## src/rtl/serial_adder_seq_pkg.sv

```systemverilog
// Shared definitions for the bit-serial adder: FSM state encoding and
// the sizing helper for the bit counter.
package serial_adder_seq_pkg;

  localparam int DEFAULT_WIDTH = 8;

  // Code 2'd3 is deliberately unused; the FSM treats it as a fault and returns to S_IDLE.
  typedef enum logic [1:0] {
    S_IDLE  = 2'd0,
    S_SHIFT = 2'd1,
    S_DONE  = 2'd2
  } state_t;

  function automatic int cnt_width(input int width);
    return (width < 2) ? 1 : $clog2(width);
  endfunction

  localparam int CNT_W = cnt_width(DEFAULT_WIDTH);

endpackage

```

## src/rtl/serial_fa_cell.sv

```systemverilog
// One-bit full adder assembled from two half adders and an OR gate;
// this is the only arithmetic in the serial adder datapath.
module serial_half_adder (
  input  logic x,
  input  logic y,
  output logic s,
  output logic c
);

  assign s = x ^ y;
  assign c = x & y;

endmodule

module serial_fa_cell (
  input  logic x,
  input  logic y,
  input  logic ci,
  output logic s,
  output logic co
);

  logic w_s0;
  logic w_c0;
  logic w_c1;

  serial_half_adder u_ha0 (
    .x (x),
    .y (y),
    .s (w_s0),
    .c (w_c0)
  );

  serial_half_adder u_ha1 (
    .x (w_s0),
    .y (ci),
    .s (s),
    .c (w_c1)
  );

  // The two half-adder carries can never both be 1, so OR is an exact carry merge.
  assign co = w_c0 | w_c1;

endmodule

```

## src/rtl/serial_adder_seq.sv

```systemverilog
// Bit-serial WIDTH-bit adder: operands are loaded in parallel, then summed
// LSB-first, one bit per clock, through a single full-adder cell.
module serial_adder_seq
  import serial_adder_seq_pkg::*;
#(
  parameter int WIDTH = DEFAULT_WIDTH
) (
  input  logic             clk,
  input  logic             rst,
  input  logic             start,
  input  logic [WIDTH-1:0] a,
  input  logic [WIDTH-1:0] b,
  input  logic             cin,
  output logic             busy,
  output logic             done,
  output logic [WIDTH-1:0] sum,
  output logic             cout
);

  localparam int                  LCL_CNT_W = cnt_width(WIDTH);
  localparam logic [LCL_CNT_W-1:0] LAST_BIT = LCL_CNT_W'(WIDTH - 1);

  state_t                 r_state;
  state_t                 w_next_state;
  logic                   w_accept;
  logic                   w_last;

  logic [WIDTH-1:0]       r_a_sr;
  logic [WIDTH-1:0]       r_b_sr;
  logic [WIDTH-2:0]       r_sum_sr;
  logic                   r_carry;
  logic [LCL_CNT_W-1:0]   r_cnt;
  logic [WIDTH-1:0]       r_sum;
  logic                   r_cout;

  logic                   w_s;
  logic                   w_co;
  logic [WIDTH-1:0]       w_sum_next;

  serial_fa_cell u_fa (
    .x  (r_a_sr[0]),
    .y  (r_b_sr[0]),
    .ci (r_carry),
    .s  (w_s),
    .co (w_co)
  );

  // r_sum_sr keeps only the bits already produced; the current bit is
  // prepended so the final edge can publish a complete word directly.
  assign w_sum_next = {w_s, r_sum_sr};
  assign w_last     = (r_cnt == LAST_BIT);

  always_ff @(posedge clk) begin
    if (rst) begin
      r_state <= S_IDLE;
    end else begin
      r_state <= w_next_state;
    end
  end

  always_comb begin
    w_next_state = S_IDLE;
    w_accept     = 1'b0;
    busy         = 1'b0;
    done         = 1'b0;
    case (r_state)
      S_IDLE: begin
        if (start) begin
          w_accept     = 1'b1;
          w_next_state = S_SHIFT;
        end else begin
          w_next_state = S_IDLE;
        end
      end
      S_SHIFT: begin
        busy         = 1'b1;
        w_next_state = w_last ? S_DONE : S_SHIFT;
      end
      S_DONE: begin
        done = 1'b1;
        if (start) begin
          w_accept     = 1'b1;
          w_next_state = S_SHIFT;
        end else begin
          w_next_state = S_IDLE;
        end
      end
      default: w_next_state = S_IDLE;
    endcase
  end

  // Result registers change only on the final SHIFT edge, so sum/cout stay
  // stable through DONE and any following idle or back-to-back operation.
  always_ff @(posedge clk) begin
    if (rst) begin
      r_a_sr   <= '0;
      r_b_sr   <= '0;
      r_sum_sr <= '0;
      r_carry  <= 1'b0;
      r_cnt    <= '0;
      r_sum    <= '0;
      r_cout   <= 1'b0;
    end else if (w_accept) begin
      r_a_sr   <= a;
      r_b_sr   <= b;
      r_sum_sr <= '0;
      r_carry  <= cin;
      r_cnt    <= '0;
    end else if (r_state == S_SHIFT) begin
      r_a_sr   <= r_a_sr >> 1;
      r_b_sr   <= r_b_sr >> 1;
      r_sum_sr <= w_sum_next[WIDTH-1:1];
      r_carry  <= w_co;
      r_cnt    <= r_cnt + LCL_CNT_W'(1);
      if (w_last) begin
        r_sum  <= w_sum_next;
        r_cout <= w_co;
      end
    end
  end

  assign sum  = r_sum;
  assign cout = r_cout;

endmodule

```

## config.mk

```make
export PLATFORM = sky130hd
export DESIGN_NAME = serial_adder_seq
export DESIGN_NICKNAME = d
export VERILOG_FILES = /design/src/rtl/serial_adder_seq_pkg.sv /design/src/rtl/serial_fa_cell.sv /design/src/rtl/serial_adder_seq.sv
export SDC_FILE = /design/constraint.sdc
export NUM_CORES = 1
export LEC_CHECK = 0
export CAP_MARGIN = 40
export CORE_UTILIZATION = 57
export CTS_BUF_LIST = sky130_fd_sc_hd__clkbuf_4
export CTS_CLUSTER_DIAMETER = 100
export DETAILED_ROUTE_END_ITERATION = 8
export PLACE_DENSITY = 0.91
export SLEW_MARGIN = 20
export SYNTH_ARGS = -nofsm -noshare
export SYNTH_HDL_FRONTEND = slang
export SYNTH_SLANG_ARGS = --single-unit
```

## constraint.sdc

```tcl
create_clock -name clk -period 1.7 [get_ports clk]
set_input_delay 0.34 -clock clk [delete_from_list [all_inputs] [get_ports clk]]
set_output_delay 0.34 -clock clk [all_outputs]
set_load 0.02 [all_outputs]
```

# Yosys cells after proc, flatten, opt, wreduce, memory -nomap -nowiden
# Index checks and enable logic that the tools add are counted.
# classes
add_sub_neg,1
eq_ne,3
muxes,13
n_bitwise,6
n_reduce_logical,5
# op_table
cell,n
8-bit two-way mux,4
1-bit two-way mux,7
2-bit one-hot mux with 2 select lines,1
2-bit OR reduction,2
3-bit by 1-bit adder with 3-bit output (second input constant),1
3-bit == test (second input constant),1
3-bit AND reduction,1
1-bit bitwise AND,2
2-bit by 1-bit == test with 1-bit output (second input constant),1
2-bit == test (second input constant),1
2-bit logical NOT,1
2-bit two-way mux,1
2-bit nonzero test,1
1-bit bitwise XOR,2
1-bit NOT,1
1-bit OR,1
# totals
reg_bits,38
out_inout_bits,11
wordCells,36

# Longest topological paths before layout
# Gate-level depths: netlist of run 1.
# depth
depth_word,5
mapped_depth,6
ltp_nobuf,5

# Modules after synthesis
# A second synthesis of run 1 with hierarchy kept.
# unflattened
hier_cells,179
area_unflattened_um2,1581.5
# modules_own_cells
mod,n_inst,cells_per_inst,area_each_um2
serial_adder_seq,1,176,1550.2
serial_half_adder,2,1,12.5
serial_fa_cell,1,1,6.3

# Worst setup path after synthesis of run 1
# No wires, ideal clock.
# synth_path
kind,register to register
startpoint,register r_cnt[0]
endpoint,register r_sum[2] (netlist: sum[2])
setup_time_ns,0.071
t_arrival_ns,1.099
t_required_ns,1.629
slack_ns,0.530
stages_incl_launch_ff,6
path_buffers,0
cell_sequence,dfxtp_1 ha_1 ha_1 nand3b_1 nand2_1 a21oi_1
# synth_between
elab_chain_cells,2
# synth_rtl
item,line,source
"start, declared",serial_adder_seq.sv:32,logic [LCL_CNT_W-1:0] r_cnt;
"start signal, assigned",serial_adder_seq.sv:114,r_cnt <= r_cnt + LCL_CNT_W'(1);
3-bit == test,serial_adder_seq.sv:51,assign w_last = (r_cnt == LAST_BIT);
3-bit AND reduction (no source line),n/a,
"end signal, assigned",serial_adder_seq.sv:116,r_sum <= w_sum_next;
"end, declared",serial_adder_seq.sv:33,logic [WIDTH-1:0] r_sum;
# Every way passes these cells.
# A chain may end at the register's enable or synchronous reset.

# Worst setup path after layout of run 1
# layout_path
startpoint,register r_sum[3] (netlist: sum[3])
endpoint,output sum[3]
# layout_lines
item,line,source
"end, declared",serial_adder_seq.sv:16,"output logic [WIDTH-1:0] sum,"
# No word-level cell between the ends.

==> results.md, run 1 <==
- Pwr Density: 870 mW/mm^2
- Yosys warns: 0
- Final hold slack: 0.465 ns
- Power, Total: 0.00168 W
- First-pass GRT wire length: 5360 um
- Via/cell ratio: 5.66
- Fin crit share: 0.955
- Hold crit path type: flip-flop to flip-flop
- Router iterations before antenna repair: 4
- CP max FO: 2
- Final Instance Count excl. Fillers: 238
- Post-Place Setup Slack: 0.0732 ns
- Worst setup path startpoint: sum[3]
- HPWL Detailed: 2300 um
- Final setup fails: 0
- Antenna Nets Post-Route: 0
- Top Ports: 31
- Worst Hold Depth: 2
- Unrepaired setup endpoints after global routing: no
- CP Data Required Time: 1.36 ns
- Worst Skew: 0.00520 ns
- Routability-driven placement congestion ratio: 0.721
- Clock Sinks: 38
- Actual slew at the worst max-slew pin: 0.385 ns
- Syn-to-layout area delta: 21.7%
- FP Rows: 18
- Crit Path Class: flip-flop to output pin
- Nets@finish: 231
- Initial antenna violation count: 0
- CTS tree: done
- Die area: 0.00300 sq mm
- IO buf count: 30
- Layout cell share with drive strength beyond 1: 0.115
- Cells after DPL: 231
- Global Route Usage Sum: 0.260
- Post-synth top area share: 0.479
- Crit-path cells: clkdlybuf4s50_1
- Setup TNS Final: 0 ns
- FF-to-FF path depth: 5
- Area contributors post-synth: dfxtp_1 (48%), nand2_1 (9.4%), a21oi_1 (6.0%)
- Clock root cell: clkbuf_4
- Routed length per placed instance: 13.8 um
- Sequential fraction of the synthesis area: 0.479
- Hold Crit Start: sum[5]
- Die width: 54.8 um
- Synth cell types: 26
- Critical path startpoint category: flip-flop
- Initial Util: 0.624
- Vert. Die Dim: 54.8 um
- Max stage delay cell, worst path: clkdlybuf4s50_1
- TritonCTS buffer count: 5
- Worst Path Buf+Inv: 1
- Core ar.: 0.00254 sq mm
- Reg2Reg Launch Point: r_state[1]
- Skew-Pair Late Insertion Delay: 0.34 ns
- Final Worst Setup Slack: 0.0757 ns
- Flops & latches, synth: 38
- Max-cap violations: 0
- Number of global-route vias before repair: 1,231
- Cell Area, Synth: 0.00159 sq mm
- Rel. slew slack: 0.742
- DRC Markers: 0
- Initial DRC Count: 33
- Grt ovf: 0
- Leak: 0.691 nW
- Clock transition at the registers of the reported paths: 0.10 ns
- Cell count after synthesis: 177
- Worst ir drop on vdd: 0.000754 V
- R2R Setup Slk: 0.26 ns
- Post-Syn Area per Cell: 8.98 sq um
- Tmin final: 1.62 ns
- Capturing point of the worst reg2reg path: r_a_sr[5]
- Arr. time, crit path: 1.28 ns
- Max Freq: 616 MHz
- H-tree level count: 2
- Crit path capture type: output pin
- Total number of vias: 1,347
- Longest Clk Path Bufs: 2
- Outcome: complete, no violations
- Largest net degree at the start of global routing: 36
- Post-Route WL: 3280 um
- Delay-heaviest family, CP: buffers and inverters
- ANT cells: 0
- Final Hold Violating Endpoints: 0
- Worst path max stage delay: 0.61 ns
- Max-slew violations: 0
- WHS Endpoint: sum[5]
- Syn nets: 200
- Synth area leader: dfxtp_1
- Post-CTS Setup Bufs: 0
- Hold bufs inserted after CTS: 0
-- logic make-up after synthesis --
group                      synth area share
DFF                                   0.479
adders and majority gates            0.0283
muxes                               0.00630
AOI/OAI and AO/OA                     0.164
buffers and inverters                0.0858
xor gates and xnor gates            0.00551
and+or+nand+nor                       0.231
-- per-stage QoR --
step,cell area [sq um],utilization
after floorplan,1590,-
after global placement,1880,0.738
after detailed placement,1880,0.738
after CTS,1930,0.759
after global routing,1930,0.760
final,1930,0.760
-- Yosys cell counts (all sizes together) --
library cell  instances
nor2b                 2
buf                  13
nand3                11
mux2i                 1
clkinv                1
a21oi                20
o21a                  1
fa                    1
a311oi                6
nand3b                1
or2b                  1
clkbuf                1
dfxtp                38
nand2b                2
nor3                 17
a22oi                 1
ha                    2
nand2                40
o22ai                 8
xnor2                 1
nor2                  9
-- repair_timing --
action / in CTS / in global routing
endpoints found under the hold margin: 0 / 0
resized for setup: 3 / 1
endpoints found under the setup margin: 2 / 1
-- layout make-up --
class | instances | area (sq um)
Sequential cell | 38 | 761
Inverter | 1 | 16.3
Multi-Input combinational cell | 124 | 694
Tap cell | 30 | 37.5
Clock buffer | 7 | 52.6
Timing Repair Buffer | 38 | 372
Fill cell | 192 | 612
-- registers in the layout, summed over array words and instances (netlist names) --
name and count:
cout 1, r_a_sr 8, r_b_sr 8, r_carry 1, r_cnt 3, r_state 2, r_sum_sr 7, sum 8
-- power breakdown --
part | total, W | switching [W] | leakage (nW) | internal [W]
clock network | 0.000463 | 0.000275 | 0.0322 | 0.000188
logic | 0.000259 | 0.000135 | 0.349 | 0.000124
registers | 0.000959 | 0.0000259 | 0.310 | 0.000933
-- routing by layer --
layer	wire length, um	GRT usage
met1	1470	0.292
met2	1630	0.450
met3	125	0.0667
met4	54	0.128
met5	0	0
-- worst max-delay path by stage --
stage	end	slack, ns	cells past startpoint
floorplan	sum[2]	0.53	5
finish	sum[3]	0.08	1
global route	cout	0.01	1
global placement	r_cnt[0]	0.12	4
CTS	busy	0.04	3
detailed placement	r_sum_sr[4]	0.07	4
-- cell usage in the layout (no fill, tap or decap), types with 2 or more instances in the layout --
master | Yosys | routed
nand3_1 | 11 | 11
buf_4 | 2 | 7
clkdlybuf4s50_1 | 0 | 28
ha_1 | 2 | 2
a311oi_2 | 4 | 4
clkbuf_4 | 0 | 7
nand2_1 | 40 | 40
o22ai_1 | 8 | 8
a21oi_1 | 19 | 19
dfxtp_1 | 38 | 38
nor2b_1 | 2 | 2
nor3_1 | 17 | 17
nor2_1 | 9 | 9
a311oi_1 | 2 | 2
No activity file was read; power rests on OpenSTA's default activity.
==> run 2: changes to the inputs <==
CORE_UTILIZATION = 45   (was 57)
PLACE_DENSITY = 0.75   (was 0.91)
==> run 2 against run 1 <==
Cell count rose by 7.1%. Sequential power is essentially flat. Register-to-register slack hardly changed. Utilization fell by 17 points. Sequential cell count unchanged. First-iteration DRC count up 55%. Clock power grew 30%. Worst hold slack got worse by 0.0068 ns. Via count is 0.59% higher. Largest power group unchanged. Fmax grew 0.12%. Clock-buffer cell count is 2 lower. Combinational power barely moved.
==> results.md, run 2 (synthesis gave the netlist of run 1 again) <==
- Skew-Pair Late Insertion Delay: 0.35 ns (about the same)
- Clock transition at the registers of the reported paths: 0.11 ns (about the same)
- Most frequent cells in the layout: nand2_1 (40), dfxtp_1 (38), clkdlybuf4s50_1 (23)
- Critical path startpoint category: flip-flop
- Met3 Usage GRT: 0.0651 (-0.00154)
- # fillers: 330 (+72%)
- Syn-to-layout area delta: 25.3%
- Post-Route WL: 3220 um (-1.7%)
- Worst Skew: 0.0166 ns (+0.0114 ns)
- Max-slew violations: 0 (unchanged)
- Crit path capture type: output pin
- Max-cap violations: 0 (unchanged)
- Max Freq: 616 MHz (+0.12%)
- Tmin final: 1.62 ns (-0.00200 ns)
- Crit Path Class: flip-flop to output pin
- Final Worst Setup Slack: 0.0777 ns (+0.00200 ns)
- Hold crit path type: flip-flop to flip-flop
- R2R Setup Slk: 0.27 ns (about the same)
- Total number of vias: 1,355 (+0.59%)
- Die width: 61.4 um (+12%)
- Hold bufs inserted after CTS: 0 (unchanged)
- IO buf count: 30 (unchanged)
- Crit-path cells: clkdlybuf4s50_1
- Router iterations before antenna repair: 4 (unchanged)
- Setup TNS Final: 0 ns (unchanged)
- Nets@finish: 231 (unchanged)
- Die area: 0.00377 sq mm (+26%)
- Met2 Track Usage GR: 0.304 (-0.145)
- Arr. time, crit path: 1.28 ns (about the same)
- ANT cells: 0 (unchanged)
- Max stage delay cell, worst path: clkdlybuf4s50_1
- Unrepaired setup endpoints after global routing: no
- Rel. slew slack: 0.733 (-0.00928)
- Fin crit share: 0.954 (-0.00118)
- First-pass GRT wire length: 5250 um (-2.1%)
- Initial antenna violation count: 0 (unchanged)
- Leak: 0.798 nW (+15%)
- Busiest grt layer: met2
- Routed length per placed instance: 12.6 um (-8.3%)
- Final Hold Violating Endpoints: 0 (unchanged)
- Antenna Nets Post-Route: 0 (unchanged)
- Outcome: complete, no violations
- Top Ports: 31 (unchanged)
- Delay-heaviest family, CP: buffers and inverters
- Actual slew at the worst max-slew pin: 0.399 ns (+0.0139 ns)
- Vert. Die Dim: 61.4 um (+12%)
- Initial DRC Count: 51 (+55%)
- Clock Sinks: 38 (unchanged)
- Pwr Density: 915 mW/mm^2 (+5.2%)
- Clock root cell: clkbuf_4
- TritonCTS buffer count: 5 (unchanged)
- FF/Latch Area: 761 sq um (unchanged)
- Worst ir drop on vdd: 0.000548 V (-27%)
- HPWL Detailed: 2100 um (-8.6%)
- Number of global-route vias before repair: 1,200 (-2.5%)
- Via/cell ratio: 5.31 (-6.1%)
- Worst Path Buf+Inv: 1 (unchanged)
- Post-Place Setup Slack: 0.0610 ns (-0.0122 ns)
- Core ar.: 0.00336 sq mm (+32%)
- Grt ovf: 0 (unchanged)
- Multi-input gate area: 694 sq um (unchanged)
- Largest net degree at the start of global routing: 36 (unchanged)
- Layout cell share with drive strength beyond 1: 0.120 (+0.00423)
- H-tree level count: 2 (unchanged)
- CP Data Required Time: 1.36 ns (about the same)
- Routability-driven placement congestion ratio: 0.699 (-3.0%)
- Power, Total: 0.00182 W (+8.3%)
- CTS tree: done
- Post-CTS Setup Bufs: 0 (unchanged)
- Initial Util: 0.472 (-0.152)
- M1 GR Usage: 0.237 (-0.0549)
- Global Route Usage Sum: 0.193 (-0.0675)
- Worst path max stage delay: 0.60 ns (about the same)
- Final setup fails: 0 (unchanged)
- Longest Clk Path Bufs: 2 (unchanged)
- Commonest non-fill, non-tap cell in the layout: nand2_1
- Post-Route Utilization: 0.592 (-0.168)
- DRC Markers: 0 (unchanged)
- FP Rows: 21 (+3)
- CP max FO: 2 (unchanged)
-- run 2: what timing repair did --
| action | 4_1_cts | 5_1_grt |
|---|---|---|
| pin swaps | 0 | 0 |
| cloned | 0 | 0 |
| endpoints found under the setup margin | 2 | 6 |
| resized for setup | 2 | 7 |
-- run 2: final timing paths --
| kind | from | to | cells past startpoint |
|---|---|---|---|
| worst max-delay path | sum[6] | sum[6] | 1 |
| worst min-delay path | sum[4] | sum[4] | 2 |
| worst max register to register | r_state[1] | r_a_sr[4] | 5 |
| worst min register to register | sum[4] | sum[4] | 2 |
-- run 2: stage by stage --
step           instances  hold slack, ns  cell area [sq um]
6_report             255           0.458               1990
5_1_grt              255           0.480               1990
4_1_cts              255           0.463               1970
3_5_place_dp         247           0.447               1900
3_3_place_gp         247           0.444               1900
2_1_floorplan        177           0.437               1590
-- run 2: layout make-up --
type                            count  share of cell area
Clock inverter                      3              0.0201
Multi-Input combinational cell    124               0.349
Timing Repair Buffer               38               0.193
Clock buffer                        5              0.0189
Sequential cell                    38               0.382
Tap cell                           46              0.0289
Inverter                            1             0.00817
-- run 2: power breakdown --
part,leakage (nW),internal [W],switching [W],total (W)
clock network,0.0450,0.000305,0.000299,0.000604
registers,0.310,0.000933,0.0000275,0.000961
logic,0.442,0.000123,0.000133,0.000256
-- run 2: worst register-to-register path: stages, from the launching register on --
cell	delay [ns]
dfxtp_1	0.34
nand2b_2	0.24
clkinv_8	0.06
buf_4	0.33
nand2_1	0.13
a311oi_2	0.27
-- run 2: routing by layer --
| metal | part of all wire | up-vias |
|---|---|---|
| met2 | 0.49 | 39 |
| met5 | 0 | - |
| met1 | 0.45 | 636 |
| met4 | 0.018 | 0 |
| li1 | - | 674 |
| met3 | 0.045 | 6 |
